File: src/rtl/elevator_dispatch_if.sv
// Call-panel and car command/feedback bundle for elevator_dispatch.
// The estop input exists only when ESTOP_EN is defined.
interface elevator_dispatch_if #(
  parameter int NUM_FLOORS = 5
);
  logic [NUM_FLOORS-1:0] call_req;
  logic [2:0]            floor_fb;
  logic                  door_fb;
  logic [1:0]            updown;
  logic                  door_open;
  logic [NUM_FLOORS-1:0] pending;
  logic                  busy;
  logic                  fault;
`ifdef ESTOP_EN
  logic                  estop;
`endif

  modport master (
    input  call_req,
    input  floor_fb,
    input  door_fb,
`ifdef ESTOP_EN
    input  estop,
`endif
    output updown,
    output door_open,
    output pending,
    output busy,
    output fault
  );

  modport slave (
    output call_req,
    output floor_fb,
    output door_fb,
`ifdef ESTOP_EN
    output estop,
`endif
    input  updown,
    input  door_open,
    input  pending,
    input  busy,
    input  fault
  );
endinterface

File: src/rtl/elevator_dispatch.sv
// SCAN dispatcher for the elevator car: call latching, direction, door dwell.
// Optional ESTOP_EN adds an estop input and a HALT state.
module elevator_dispatch #(
  parameter int NUM_FLOORS   = 5,
  parameter int DWELL_CYCLES = 20,
  parameter int DWELL_W      = 8
) (
  input logic           clk,
  input logic           rst,
  elevator_dispatch_if.master bus
);

  typedef enum logic [2:0] {
    IDLE,
    MOVE_UP,
    MOVE_DOWN,
    OPENING,
    DWELL,
    CLOSING,
    FAULT
`ifdef ESTOP_EN
    , HALT
`endif
  } state_t;

  localparam logic [DWELL_W-1:0] LAST =
    DWELL_W'(DWELL_CYCLES - 1);
  localparam logic [2:0] TOP = 3'(NUM_FLOORS);

  state_t                state;
  state_t                state_n;
  logic                  dir_up;
  logic                  dir_up_n;
  logic [DWELL_W-1:0]    cnt;
  logic [DWELL_W-1:0]    cnt_n;
  logic [2:0]            floor_q;
  logic [NUM_FLOORS-1:0] pend;
  logic [NUM_FLOORS-1:0] pend_n;
  logic [NUM_FLOORS-1:0] clr;
  logic [NUM_FLOORS-1:0] blk;
  logic [NUM_FLOORS-1:0] cur_oh;
  logic [NUM_FLOORS-1:0] above;
  logic [NUM_FLOORS-1:0] below;
  logic [1:0]            updown_q;
  logic                  door_q;
  logic                  busy_q;
  logic                  fault_q;
  logic                  bad_floor;
  logic                  at_call;
  logic                  call_above;
  logic                  call_below;
  logic                  arrived;
  logic                  cur_call;
  logic                  at_top;
  logic                  at_bottom;

  always_comb begin
    cur_oh = '0;
    above  = '0;
    below  = '0;
    for (int i = 0; i < NUM_FLOORS; i++) begin
      cur_oh[i] = bus.floor_fb == 3'(i + 1);
      above[i]  = 3'(i + 1) > bus.floor_fb;
      below[i]  = 3'(i + 1) < bus.floor_fb;
    end
  end

  assign bad_floor  = (bus.floor_fb == 3'd0) ||
                      (bus.floor_fb > TOP);
  assign at_call    = |(pend & cur_oh);
  assign call_above = |(pend & above);
  assign call_below = |(pend & below);
  assign cur_call   = |(bus.call_req & cur_oh);
  assign arrived    = bus.floor_fb != floor_q;
  assign at_top     = bus.floor_fb == TOP;
  assign at_bottom  = bus.floor_fb == 3'd1;

  always_comb begin
    state_n  = state;
    dir_up_n = dir_up;
    cnt_n    = cnt;
    clr      = '0;
    blk      = '0;
    unique case (state)
      IDLE: begin
        if (at_call) begin
          state_n = OPENING;
        end else if (!bus.door_fb && call_above &&
                     (dir_up || !call_below)) begin
          state_n  = MOVE_UP;
          dir_up_n = 1'b1;
        end else if (!bus.door_fb && call_below) begin
          state_n  = MOVE_DOWN;
          dir_up_n = 1'b0;
        end
      end
      MOVE_UP: begin
        if (arrived) begin
          if (at_call)     state_n = OPENING;
          else if (at_top) state_n = IDLE;
        end
      end
      MOVE_DOWN: begin
        if (arrived) begin
          if (at_call)        state_n = OPENING;
          else if (at_bottom) state_n = IDLE;
        end
      end
      OPENING: begin
        if (bus.door_fb) begin
          state_n = DWELL;
          cnt_n   = '0;
          clr     = cur_oh;
        end
      end
      DWELL: begin
        // a fresh call at this floor just extends the dwell
        blk = cur_oh;
        if (cur_call)         cnt_n   = '0;
        else if (cnt == LAST) state_n = CLOSING;
        else                  cnt_n   = cnt + 1'b1;
      end
      CLOSING: begin
        if (!bus.door_fb) state_n = IDLE;
      end
      FAULT: begin
        state_n = FAULT;
      end
`ifdef ESTOP_EN
      HALT: begin
        state_n = IDLE;
      end
`endif
      default: begin
        state_n = IDLE;
      end
    endcase
`ifdef ESTOP_EN
    if (bus.estop && state != FAULT) begin
      state_n  = HALT;
      dir_up_n = dir_up;
      cnt_n    = cnt;
      clr      = '0;
      blk      = '0;
    end
`endif
    if (bad_floor) begin
      state_n  = FAULT;
      dir_up_n = dir_up;
      clr      = '0;
      blk      = '0;
    end
  end

  assign pend_n = (pend & ~clr) | (bus.call_req & ~blk);

  always_ff @(posedge clk or posedge rst) begin
    if (rst) begin
      state   <= IDLE;
      dir_up  <= 1'b1;
      cnt     <= '0;
      floor_q <= 3'd1;
    end else begin
      state   <= state_n;
      dir_up  <= dir_up_n;
      cnt     <= cnt_n;
      floor_q <= bus.floor_fb;
    end
  end

  always_ff @(posedge clk or posedge rst) begin
    if (rst) begin
      pend     <= '0;
      updown_q <= 2'b00;
      door_q   <= 1'b0;
      busy_q   <= 1'b0;
      fault_q  <= 1'b0;
    end else begin
      pend     <= pend_n;
      updown_q <= (state_n == MOVE_UP)   ? 2'b01 :
                  (state_n == MOVE_DOWN) ? 2'b10 :
                                           2'b00;
      door_q   <= (state_n == OPENING) ||
                  (state_n == DWELL);
      busy_q   <= state_n != IDLE;
      fault_q  <= state_n == FAULT;
    end
  end

  assign bus.pending   = pend;
  assign bus.updown    = updown_q;
  assign bus.door_open = door_q;
  assign bus.busy      = busy_q;
  assign bus.fault     = fault_q;

endmodule
File: src/flat_wrapper.sv
// flat-port wrapper written by rule: the top's interface ports become plain ports
module elevator_dispatch_flat 
#(
  parameter int NUM_FLOORS   = 5,
  parameter int DWELL_CYCLES = 20,
  parameter int DWELL_W      = 8
)
  (clk, rst, bus_call_req, bus_floor_fb, bus_door_fb, bus_updown, bus_door_open, bus_pending, bus_busy, bus_fault);
  elevator_dispatch_if #(.NUM_FLOORS(NUM_FLOORS)) bus_i ();
  input logic clk;
  input logic rst;
  input wire logic [$bits(bus_i.call_req)-1:0] bus_call_req;
  input wire logic [$bits(bus_i.floor_fb)-1:0] bus_floor_fb;
  input wire logic [$bits(bus_i.door_fb)-1:0] bus_door_fb;
  output wire logic [$bits(bus_i.updown)-1:0] bus_updown;
  output wire logic [$bits(bus_i.door_open)-1:0] bus_door_open;
  output wire logic [$bits(bus_i.pending)-1:0] bus_pending;
  output wire logic [$bits(bus_i.busy)-1:0] bus_busy;
  output wire logic [$bits(bus_i.fault)-1:0] bus_fault;
  assign bus_i.call_req = bus_call_req;
  assign bus_i.floor_fb = bus_floor_fb;
  assign bus_i.door_fb = bus_door_fb;
  assign bus_updown = bus_i.updown;
  assign bus_door_open = bus_i.door_open;
  assign bus_pending = bus_i.pending;
  assign bus_busy = bus_i.busy;
  assign bus_fault = bus_i.fault;
  elevator_dispatch #(.NUM_FLOORS(NUM_FLOORS), .DWELL_CYCLES(DWELL_CYCLES), .DWELL_W(DWELL_W)) u_core (.clk(clk), .rst(rst), .bus(bus_i));
endmodule
File: config.mk
export PLATFORM = sky130hd
export DESIGN_NAME = elevator_dispatch_flat
export DESIGN_NICKNAME = d
export VERILOG_FILES = /design/src/rtl/elevator_dispatch_if.sv /design/src/rtl/elevator_dispatch.sv /design/src/flat_wrapper.sv
export SDC_FILE = /design/constraint.sdc
export NUM_CORES = 1
export LEC_CHECK = 0
export CAP_MARGIN = 40
export CORE_MARGIN = 10
export CORE_UTILIZATION = 49
export CTS_CLUSTER_DIAMETER = 200
export DETAILED_ROUTE_END_ITERATION = 10
export GPL_TIMING_DRIVEN = 0
export PLACE_DENSITY = 0.75
export SLEW_MARGIN = 20
export SYNTH_ARGS = -nofsm -noshare
export SYNTH_HDL_FRONTEND = slang
export SYNTH_SLANG_ARGS = --single-unit
File: constraint.sdc
create_clock -name clk -period 1.63 [get_ports clk]
set_input_delay 0.326 -clock clk [delete_from_list [all_inputs] [get_ports clk]]
set_output_delay 0.326 -clock clk [all_outputs]
set_load 0.005 [all_outputs]
# After elaboration in Yosys (flattened, before gate mapping)
# Cells that the tools add are included.
# W data, S select, Z words.
# totals
ff_bits,25
inputBits,11
output_inout_bits,10
wordCells,99
# classes
addsub,1
magnitude_cmp,11
n_eq_ne,20
muxes,28
bitwise_logic,11
n_reduce_logical,19
# ops
operator,count
$mux W3,14
$and A5 B5 Y5,6
$mux W5,5
$mux W8,3
$eq A3 B3 Y1 const B,7
$pmux W3 S7,1
$reduce_or A5 Y1,4
$eq A3 B2 Y1 const B,6
$pmux W8 S2,1
$not A5 Y5,2
$eq A3 B1 Y1 const B,3
$add A8 B1 Y8 const B,1
$eq A8 B5 Y1 const B,1
$gt A2 B3 Y1 const A,2
$gt A3 B3 Y1 const A,2
$logic_not A3 Y1,2
$lt A2 B3 Y1 const A,2
$lt A3 B3 Y1 const A,2
$or A5 B5 Y5,1
$mux W2,2
$reduce_and A4 Y1,1
$reduce_bool A2 Y1,2
$gt A1 B3 Y1 const A,1
$gt A3 B3 Y1 const B,1
other kinds (11),18

# Longest topological paths before layout
# logic_depth
word_depth,13
ltp_mapped,8
mapped_depth_nobuf,6

# Worst setup path after synthesis
# Ideal clock, no wire load.
# synth_path
kind,input-to-reg
startpoint,in bus_floor_fb[0]
endpoint,reg u_core.updown_q[0] (netlist: u_core.bus.updown[0])
arrival_ns,1.674
t_required_ns,1.510
slack_ns,-0.164
cell_stages,7
path_buffers,1
path_cell_list,buf_6 > mux2_4 > a22oi_1 > or4_1 > a21oi_1 > o311a_1 > and3_1
# synth_between
elab_chain_len,12
# synth_lines
item,line,text
from (decl),flat_wrapper.sv:13,input wire logic [$bits(bus_i.floor_fb)-1:0] bus_floor_fb;
"$lt A1 B3 Y1, or another cell as far along",elevator_dispatch.sv:64,below[i] = 3'(i + 1) < bus.floor_fb;
$and A5 B5 Y5,elevator_dispatch.sv:72,assign call_below = |(pend & below);
$reduce_or A5 Y1,elevator_dispatch.sv:72,
$logic_not A1 Y1,elevator_dispatch.sv:89,(dir_up || !call_below)) begin
$logic_or A1 B1 Y1,elevator_dispatch.sv:89,
$logic_and A1 B1 Y1,elevator_dispatch.sv:88,end else if (!bus.door_fb && call_above &&
$mux W3,elevator_dispatch.sv:88,
$mux W3,elevator_dispatch.sv:86,if (at_call) begin
$pmux W3 S7,elevator_dispatch.sv:84,unique case (state)
$mux W3 (*),elevator_dispatch.sv:147,if (bad_floor) begin
named net u_core.state_n[0],elevator_dispatch.sv:31,state_t state_n;
$eq A3 B1 Y1 (*),elevator_dispatch.sv:180,updown_q <= (state_n == MOVE_UP) ? 2'b01 :
$mux W2 (*),elevator_dispatch.sv:180,
to (signal assigned),elevator_dispatch.sv:180,
to (decl),elevator_dispatch.sv:44,logic [1:0] updown_q;
# Mark *: on every way through the listed nets, which the timed path passes. The rest lies on a longest branch.
# A chain may end at the register's enable or synchronous reset.

# Final worst setup path
# layout_path
startpoint,reg u_core.floor_q[0]
endpoint,reg u_core.busy_q (netlist: u_core.bus.busy)
# layout_between
elab_chain_len,5
# layout_lines
item,line,text
from (decl),elevator_dispatch.sv:36,logic [2:0] floor_q;
from (signal assigned),elevator_dispatch.sv:167,floor_q <= bus.floor_fb;
$ne A3 B3 Y1 (*),elevator_dispatch.sv:74,assign arrived = bus.floor_fb != floor_q;
$mux W3 (on tied branches),"elevator_dispatch.sv:104, elevator_dispatch.sv:98",
$pmux W3 S7 (*),elevator_dispatch.sv:84,
$mux W3 (*),elevator_dispatch.sv:147,
named net u_core.state_n[0],elevator_dispatch.sv:31,
$reduce_bool A3 Y1 (*),elevator_dispatch.sv:185,busy_q <= state_n != IDLE;
to (signal assigned),elevator_dispatch.sv:176,busy_q <= 1'b0;
to (signal assigned),elevator_dispatch.sv:185,
to (decl),elevator_dispatch.sv:46,logic busy_q;
# Marked as above.

==> summary.txt <==
Clock root cell -> clkbuf_4
Vias in the first global route -> 1,520
Final worst slack -> -331.7 ps
Die footprint -> 6003 um2
Largest net degree at the start of global routing -> 17
Worst slew pin tran -> 494.4 ps
Simple-gate portion of the synthesized area -> 21.10%
Post-Synth Adder-Cell Area -> 1.391%
RD Place Congestion -> 0.9185
Synth Register Bits -> 25
Max Freq -> 0.5098 GHz
Clk_skew -> 3.738 ps
Final period util -> 120.3%
Worst Path Required -> 1840 ps
Syn avg cell area -> 9.524 um2
Area Growth Syn to Fin -> 43.51%
Clock latency at the later pin of the worst-skew pair -> 320 ps
Slew Limit Headroom -> 67.00%
Core area -> 3103 um2
Unrepaired setup endpoints after global routing -> true
# clock sinks -> 25
Clock share of power -> 15.3%
Slew Limit Fails -> 0
Avg WL per Cell -> 17.84 um
First-pass GRT wire length -> 7293 um
Synthesized area -> 1619 um2
Die H -> 77.48 um
Main combinational cell family by area after synthesis -> compound AO/OA/AOI/OAI gates
VDD IR max -> 777.5 uV
Seq pwr share -> 40.7%
EDFF count, synth -> 0
Fin nets -> 227
Worst min-delay path class -> in2reg
# IOs -> 21
Asr flop ratio synth -> 100.0%
Post-route ant nets -> 0
Kind of critical path -> reg2reg
Leak -> 0.9118 nW
Initial Util -> 52.18%
Final std cells w/o fill -> 258
DRT Wirelength -> 4603 um
Dpl cells -> 235
IO Port Bufs -> 20
DR iter-0 viols -> 111
Max cap viols -> 0
Vias per cell -> 6.213
Combinational power share -> 44.0%
DRC viols -> 0
Synth Area in XOR/XNOR -> 3.168%
Clk buf depth -> 2
TritonCTS Buffers -> 3
Power, Total -> 1.845 mW
CTS tree -> built
DRT Pass-1 Iters -> 6
Initial antenna violation count -> 0
Cell area power density -> 794.0 nW/um2
Violated checks -> negative setup slack
Ant diodes -> 0
Switching share of total power -> 35.43%
Final Setup Violations -> 8
Synth warn -> 0
Startpoint types -> flop
DP HPWL -> 3029 um
Syn Inst Count -> 170
P_sw -> 0.6537 mW
Crit-path max FO -> 5
Layout cells sized above 1 -> 37.85%
Compound-Gate Fraction of Synth Area -> 24.57%
Status -> finished with violations
Commonest register cell after synthesis -> dfrtp_1
Vias post-DR -> 1,603
Clk slew on worst S/H paths -> 140 ps
Seq/Total Area, Yosys -> 38.79%
Final Hold Fails -> 0
Critical Path AT -> 2170 ps
Row count -> 20
Global route total overflow -> 0
Tmin final -> 1962 ps
Mux cell area share after synthesis -> 4.405%
Die X -> 77.48 um
Post-synthesis cell type count -> 61
Global-route usage over all layers -> 14.31%
Post-synthesis net count -> 182
Internal power -> 1.191 mW
Fill count -> 228
H-tree depth -> 1
Crit end category -> flop
path summary, 6_finish.rpt:
kind                                        start                    to  slack [ps]  cells past startpoint
worst min register to register      u_core.dir_up         u_core.dir_up         510                      2
worst max-delay path            u_core.floor_q[0]       u_core.bus.busy        -330                      6
max in group asynchronous                     rst     u_core.floor_q[0]         790                      3
min in group asynchronous                     rst  u_core.bus.updown[0]         310                      2
worst max register to register  u_core.floor_q[0]       u_core.bus.busy        -330                      6
worst min-delay path              bus_floor_fb[0]     u_core.floor_q[0]         100                      1
cells in the mapped netlist, drive strengths merged (2+ instances only):
master | number | area [um2]
dfrtp | 23 | 575.6
o21ai | 14 | 70.07
nand2 | 13 | 48.80
buf | 9 | 68.81
nand3 | 9 | 45.04
inv | 8 | 30.03
a21oi | 7 | 38.79
nor2b | 6 | 37.54
nor3 | 6 | 41.29
a22oi | 5 | 37.54
nor2 | 5 | 18.77
o22ai | 4 | 25.02
o31ai | 4 | 30.03
xor2 | 4 | 42.55
mux2 | 3 | 37.53
mux2i | 3 | 33.78
o221ai | 3 | 32.53
or3 | 3 | 18.77
or4 | 3 | 26.27
a221o | 2 | 20.02
and2 | 2 | 12.51
and3 | 2 | 12.51
dfstp | 2 | 52.55
nand2b | 2 | 20.02
o21bai | 2 | 15.01
o311a | 2 | 20.02
o32a | 2 | 20.02
placed cells by master (no fill, tap or decap), drive strengths merged, types with 3 or more instances in the layout:
| master | instances |
|---|---|
| nor2 | 5 |
| clkbuf | 6 |
| o31ai | 4 |
| a21oi | 7 |
| buf | 28 |
| or4 | 3 |
| or3 | 3 |
| nor3 | 6 |
| nand3 | 9 |
| clkdlybuf4s50 | 12 |
| inv | 9 |
| mux2i | 3 |
| mux2 | 3 |
| nand2 | 13 |
| dlygate4sd2 | 5 |
| a22oi | 5 |
| o21ai | 14 |
| xor2 | 4 |
| o221ai | 3 |
| dfrtp | 23 |
| o22ai | 4 |
| nor2b | 6 |
logic make-up after synthesis:
family                     Yosys count
AOI/OAI and AO/OA                   55
xor gates and xnor gates             5
adders and majority gates            2
buffers and inverters               19
DFF                                 25
muxes                                6
and+or+nand+nor                     58
final cells by class:
type	instances	area [um2]	share of cell area (%)
repair buffers	43	427.9	18.42
inverters	9	33.78	1.454
clock buffers	4	26.28	1.131
plain buffers	7	78.83	3.393
flip-flops and latches	25	634.4	27.30
multi-input cells	126	1067	45.93
well taps	44	55.05	2.369
critical path, cell delays in order (launching register included):
cell      delay, ps
dfstp_2         570
xor2_2          180
nor3_4           80
o221ai_1        240
o221ai_1        170
o311a_1         430
nand3b_1        190
power groups by stage:
stage | logic [mW] | clock network [mW] | registers [mW]
after floorplan | 0.398 | 0 | 0.750
after global placement | 0.565 | 0 | 0.754
after detailed placement | 0.600 | 0 | 0.759
after CTS | 0.622 | 0.287 | 0.762
after global routing | 0.878 | 0.311 | 0.764
final | 0.812 | 0.282 | 0.751
through the flow:
stage	util, %	setup slack, ps	hold WS [ps]	instance area, um2	TNS [ps]
after floorplan	-	-137.0	330.5	1645	-568.0
after global placement	61.25	-844.2	477.4	1901	-10830
after detailed placement	62.14	-865.4	488.0	1928	-11530
after CTS	69.92	-258.4	259.3	2170	-1766
after global routing	74.88	-431.1	88.44	2323	-2474
final	74.88	-331.7	100.5	2323	-1710
state kept, by name (all words and copies together) (netlist names):
name                  count
u_core.bus.door_open      1
u_core.bus.pending        5
u_core.bus.updown         2
u_core.floor_q            3
u_core.state              3
u_core.dir_up             1
u_core.bus.fault          1
u_core.cnt                8
u_core.bus.busy           1
per-layer routing:
layer	wire (um)	part of all wire, %	global-route usage (%)	vias to the layer above
met5	0	0	0	-
met4	76	1.7	4.562	0
met3	306	6.6	2.765	11
met2	2327	51	25.00	71
met1	1893	41	17.18	784
li1	-	-	-	737
repair_timing:
item                       in CTS  in global routing
setup endpoints to repair      22                 18
pin swaps                      10                  7
gates resized for setup        29                 31
setup buffers                  11                 10
gates cloned                    1                  0
hold buffers                    0                  0
Note: power is estimated with default switching activity, not from simulation.
==> RTL change: new RTL, config.mk and constraints unchanged <==
`NUM_FLOORS` is set to 5 in 3 places; all go to 6.
--- a/src/rtl/elevator_dispatch_if.sv
+++ b/src/rtl/elevator_dispatch_if.sv
@@ -2,5 +2,5 @@
 // The estop input exists only when ESTOP_EN is defined.
 interface elevator_dispatch_if #(
-  parameter int NUM_FLOORS = 5
+  parameter int NUM_FLOORS = 6
 );
   logic [NUM_FLOORS-1:0] call_req;
--- a/src/rtl/elevator_dispatch.sv
+++ b/src/rtl/elevator_dispatch.sv
@@ -2,5 +2,5 @@
 // Optional ESTOP_EN adds an estop input and a HALT state.
 module elevator_dispatch #(
-  parameter int NUM_FLOORS   = 5,
+  parameter int NUM_FLOORS   = 6,
   parameter int DWELL_CYCLES = 20,
   parameter int DWELL_W      = 8
--- a/src/flat_wrapper.sv
+++ b/src/flat_wrapper.sv
@@ -2,5 +2,5 @@
 module elevator_dispatch_flat 
 #(
-  parameter int NUM_FLOORS   = 5,
+  parameter int NUM_FLOORS   = 6,
   parameter int DWELL_CYCLES = 20,
   parameter int DWELL_W      = 8
Ports: changed (resized bus_call_req and bus_pending); port bits go from 21 to 23. No check against the original RTL was run, so the function may have changed too.
==> RTL change against the original RTL <==
The run still ends with negative setup slack left; total power increased by 40%; sequential cell count rose by 1; wire length grew 0.96%; critical endpoint is now u_core.bus.door_open; area after synthesis is essentially flat; highest routed layer unchanged; worst setup slack got worse by 43 ps; largest cell class unchanged; final area is 2.5% lower; combinational power increased by 48%; sequential share of layout area increased by 1.8 points.
==> RTL change: results (changes against the original RTL) <==
Parameter                              Value

Global route
  Total routing resource utilization after global routing ... 13.9% (-0.39 points)
  Antenna violations before repair ... 0 (unchanged)
  Vias in the first global route ... 1,467 (-3.5%)
  Pin count of the biggest net entering global routing ... 16 (-1)
  Global-route wire length before repair ... 7.11 mm (-2.5%)

Place
  DP Wirelength ... 2.89 mm (-4.8%)
  Worst setup slack before clock tree synthesis ... -1040 ps (-170 ps)
  Number of I/O port buffers ... 22 (+10%)
  Gpl congestion ... 0.871 (-5.1%)

Drt
  Final Routed Wirelength ... 4.65 mm (+0.96%)
  Drt first pass iters ... 4 (-2)
  Vias per cell ... 5.95 (-4.2%)
  Number of design-rule violations left by the first detailed-router iteration ... 105 (-5.4%)

Yosys
  Most frequently used flop master after synthesis ... dfrtp_1
  Ranking of synthesized cells by area ... dfrtp_1 (37%), o21ai_0 (6.5%), nand2_1 (4.4%), dfstp_2 (3.2%), nor2_1 (2.6%)
  Register area share after synthesis ... 40.4% (+1.6 points)
  Post-Syn Nets ... 185 (+1.6%)
  Number of library cell types mapped by synthesis ... 53 (-13%)
  Ranking of synthesized cells by instance count ... dfrtp_1 (24), o21ai_0 (21), nand2_1 (19)
  Async set-reset flop share out of synthesis ... 100% (unchanged)
  Synthesis Warnings ... 0 (unchanged)

STA
  Fin Hold WS ... 273 ps (+172 ps)
  Layout Skew ... 9.79 ps (+6.06 ps)
  Crit path setup slack, layout ... -375 ps (-43.2 ps)
  Number of setup violations in the final report ... 16 (+8)
  Transition at the pin with the smallest max-transition slack ... 575 ps (+80.5 ps)

Clock tree
  Clock Tree Buf Depth ... 2 (unchanged)
  CTS root buffer ... clkbuf_4
  H-tree levels ... 1 (unchanged)
  Clock transition time at the flip-flop clock pins of the worst setup and hold paths ... 160 ps (+20 ps)
  Number of buffers inserted during clock tree synthesis ... 3 (unchanged)
  Insertion delay to the later sink of the worst-skew pair ... 320 ps (about the same)

Min path
  Min-Delay Path Depth ... 1 (unchanged)
  Destination of the worst hold path ... u_core.floor_q[1]
  Min-delay src ... bus_floor_fb[1]
  Hold Crit Class ... in -> reg

Worst setup path
  Endpoint of the worst-slack reg-to-reg timing path ... u_core.bus.busy
  Reg2Reg Launch Point ... u_core.bus.pending[3]
  Highest net fanout along the worst path ... 6 (+1)
  Logic depth of the worst register-to-register path ... 6 (unchanged)

Pwr
  Leak Pwr ... 0.902 nW (-1.0%)
  Worst vdd rail ir drop ... 0.504 mV (-35%)

Finish
  Flip-flop count of the largest register after layout ... 8 (unchanged)
  Number of nets in the layout ... 233 (+2.6%)
  Diodes inserted ... 0 (unchanged)
  Top reg by flops ... u_core.cnt
  Share of post-route cells with drive strength above 1 ... 33.8% (-4.1 points)
  Filler cell count in the final layout ... 249 (+9.2%)

Outcome
  Run status ... finished with violations
  Failing checks ... negative setup slack
==> RTL change: what timing repair did <==
action | CTS | global route
gates resized for setup | 24 | 22
setup endpoints to repair | 23 | 23
setup buffers | 14 | 9
pin swaps | 2 | 7
gates cloned | 0 | 0
==> RTL change: logic make-up after synthesis <==
group / after synthesis / share of synthesized area [%]
flops: 26 / 40.4
fa+ha+maj: 1 / 0.773
buf+inv: 15 / 4.41
mux: 4 / 3.94
xor+xnor: 6 / 3.25
compound gates: 58 / 25.8
simple gates: 62 / 21.5
==> RTL change: area by class of cell <==
type	count	area, sq um	area share (%)
buffer	6	57.6	2.54
clock buffer	3	22.5	0.994
clock inverter	1	30.0	1.33
inverter	6	22.5	0.994
multi-input combinational	131	1020	44.9
sequential	26	659	29.1
tap	44	55.1	2.43
timing repair buffer	46	402	17.7
==> RTL change: worst max-delay path: stages <==
cell and delay [ps]:
clkdlybuf4s50_1 470, buf_4 160, nand3b_1 120, a2111oi_2 380
o21ai_1 160, nand3_1 170, a31oi_4 130, o32ai_1 320
==> RTL change: report_power, final <==
group / switching, W / internal, W / total (W)
logic: 0.000602 / 0.000599 / 0.00120
clock network: 0.000205 / 0.000248 / 0.000454
registers: 0.000135 / 0.000790 / 0.000926
total: 0.000942 / 0.00164 / 0.00258
==> RTL change: per-layer routing <==
layer	wire length, microns	track usage [%]	up-vias
li1	-	-	727
met1	1900	16.4	770
met2	2390	24.5	64
met3	315	3.69	4
met4	38	3.28	0
met5	0	0	-
==> RTL change: worst max path at each step <==
stage | from | to | slack, ps | cells after the start
5_1_grt | bus_floor_fb[0] | u_core.bus.door_open | -490 | 8
2_1_floorplan | bus_floor_fb[1] | u_core.bus.busy | -290 | 7
6_report | bus_floor_fb[0] | u_core.bus.door_open | -370 | 8
4_1_cts | u_core.bus.pending[3] | u_core.bus.updown[1] | -410 | 6
3_3_place_gp | bus_floor_fb[2] | u_core.bus.door_open | -1030 | 8
3_5_place_dp | bus_floor_fb[2] | u_core.bus.door_open | -1040 | 8
==> RTL change: stage by stage <==
stage	area (sq um)	instances	TNS (ps)	utilization [%]	power, W
floorplan	1650	172	-2670	-	0.00155
global placement	1920	238	-14630	61.9	0.00177
detailed placement	1940	239	-15440	62.4	0.00181
CTS	2120	256	-4100	68.4	0.00237
global route	2260	263	-4530	73.0	0.00272
finish	2260	263	-3530	73.0	0.00258
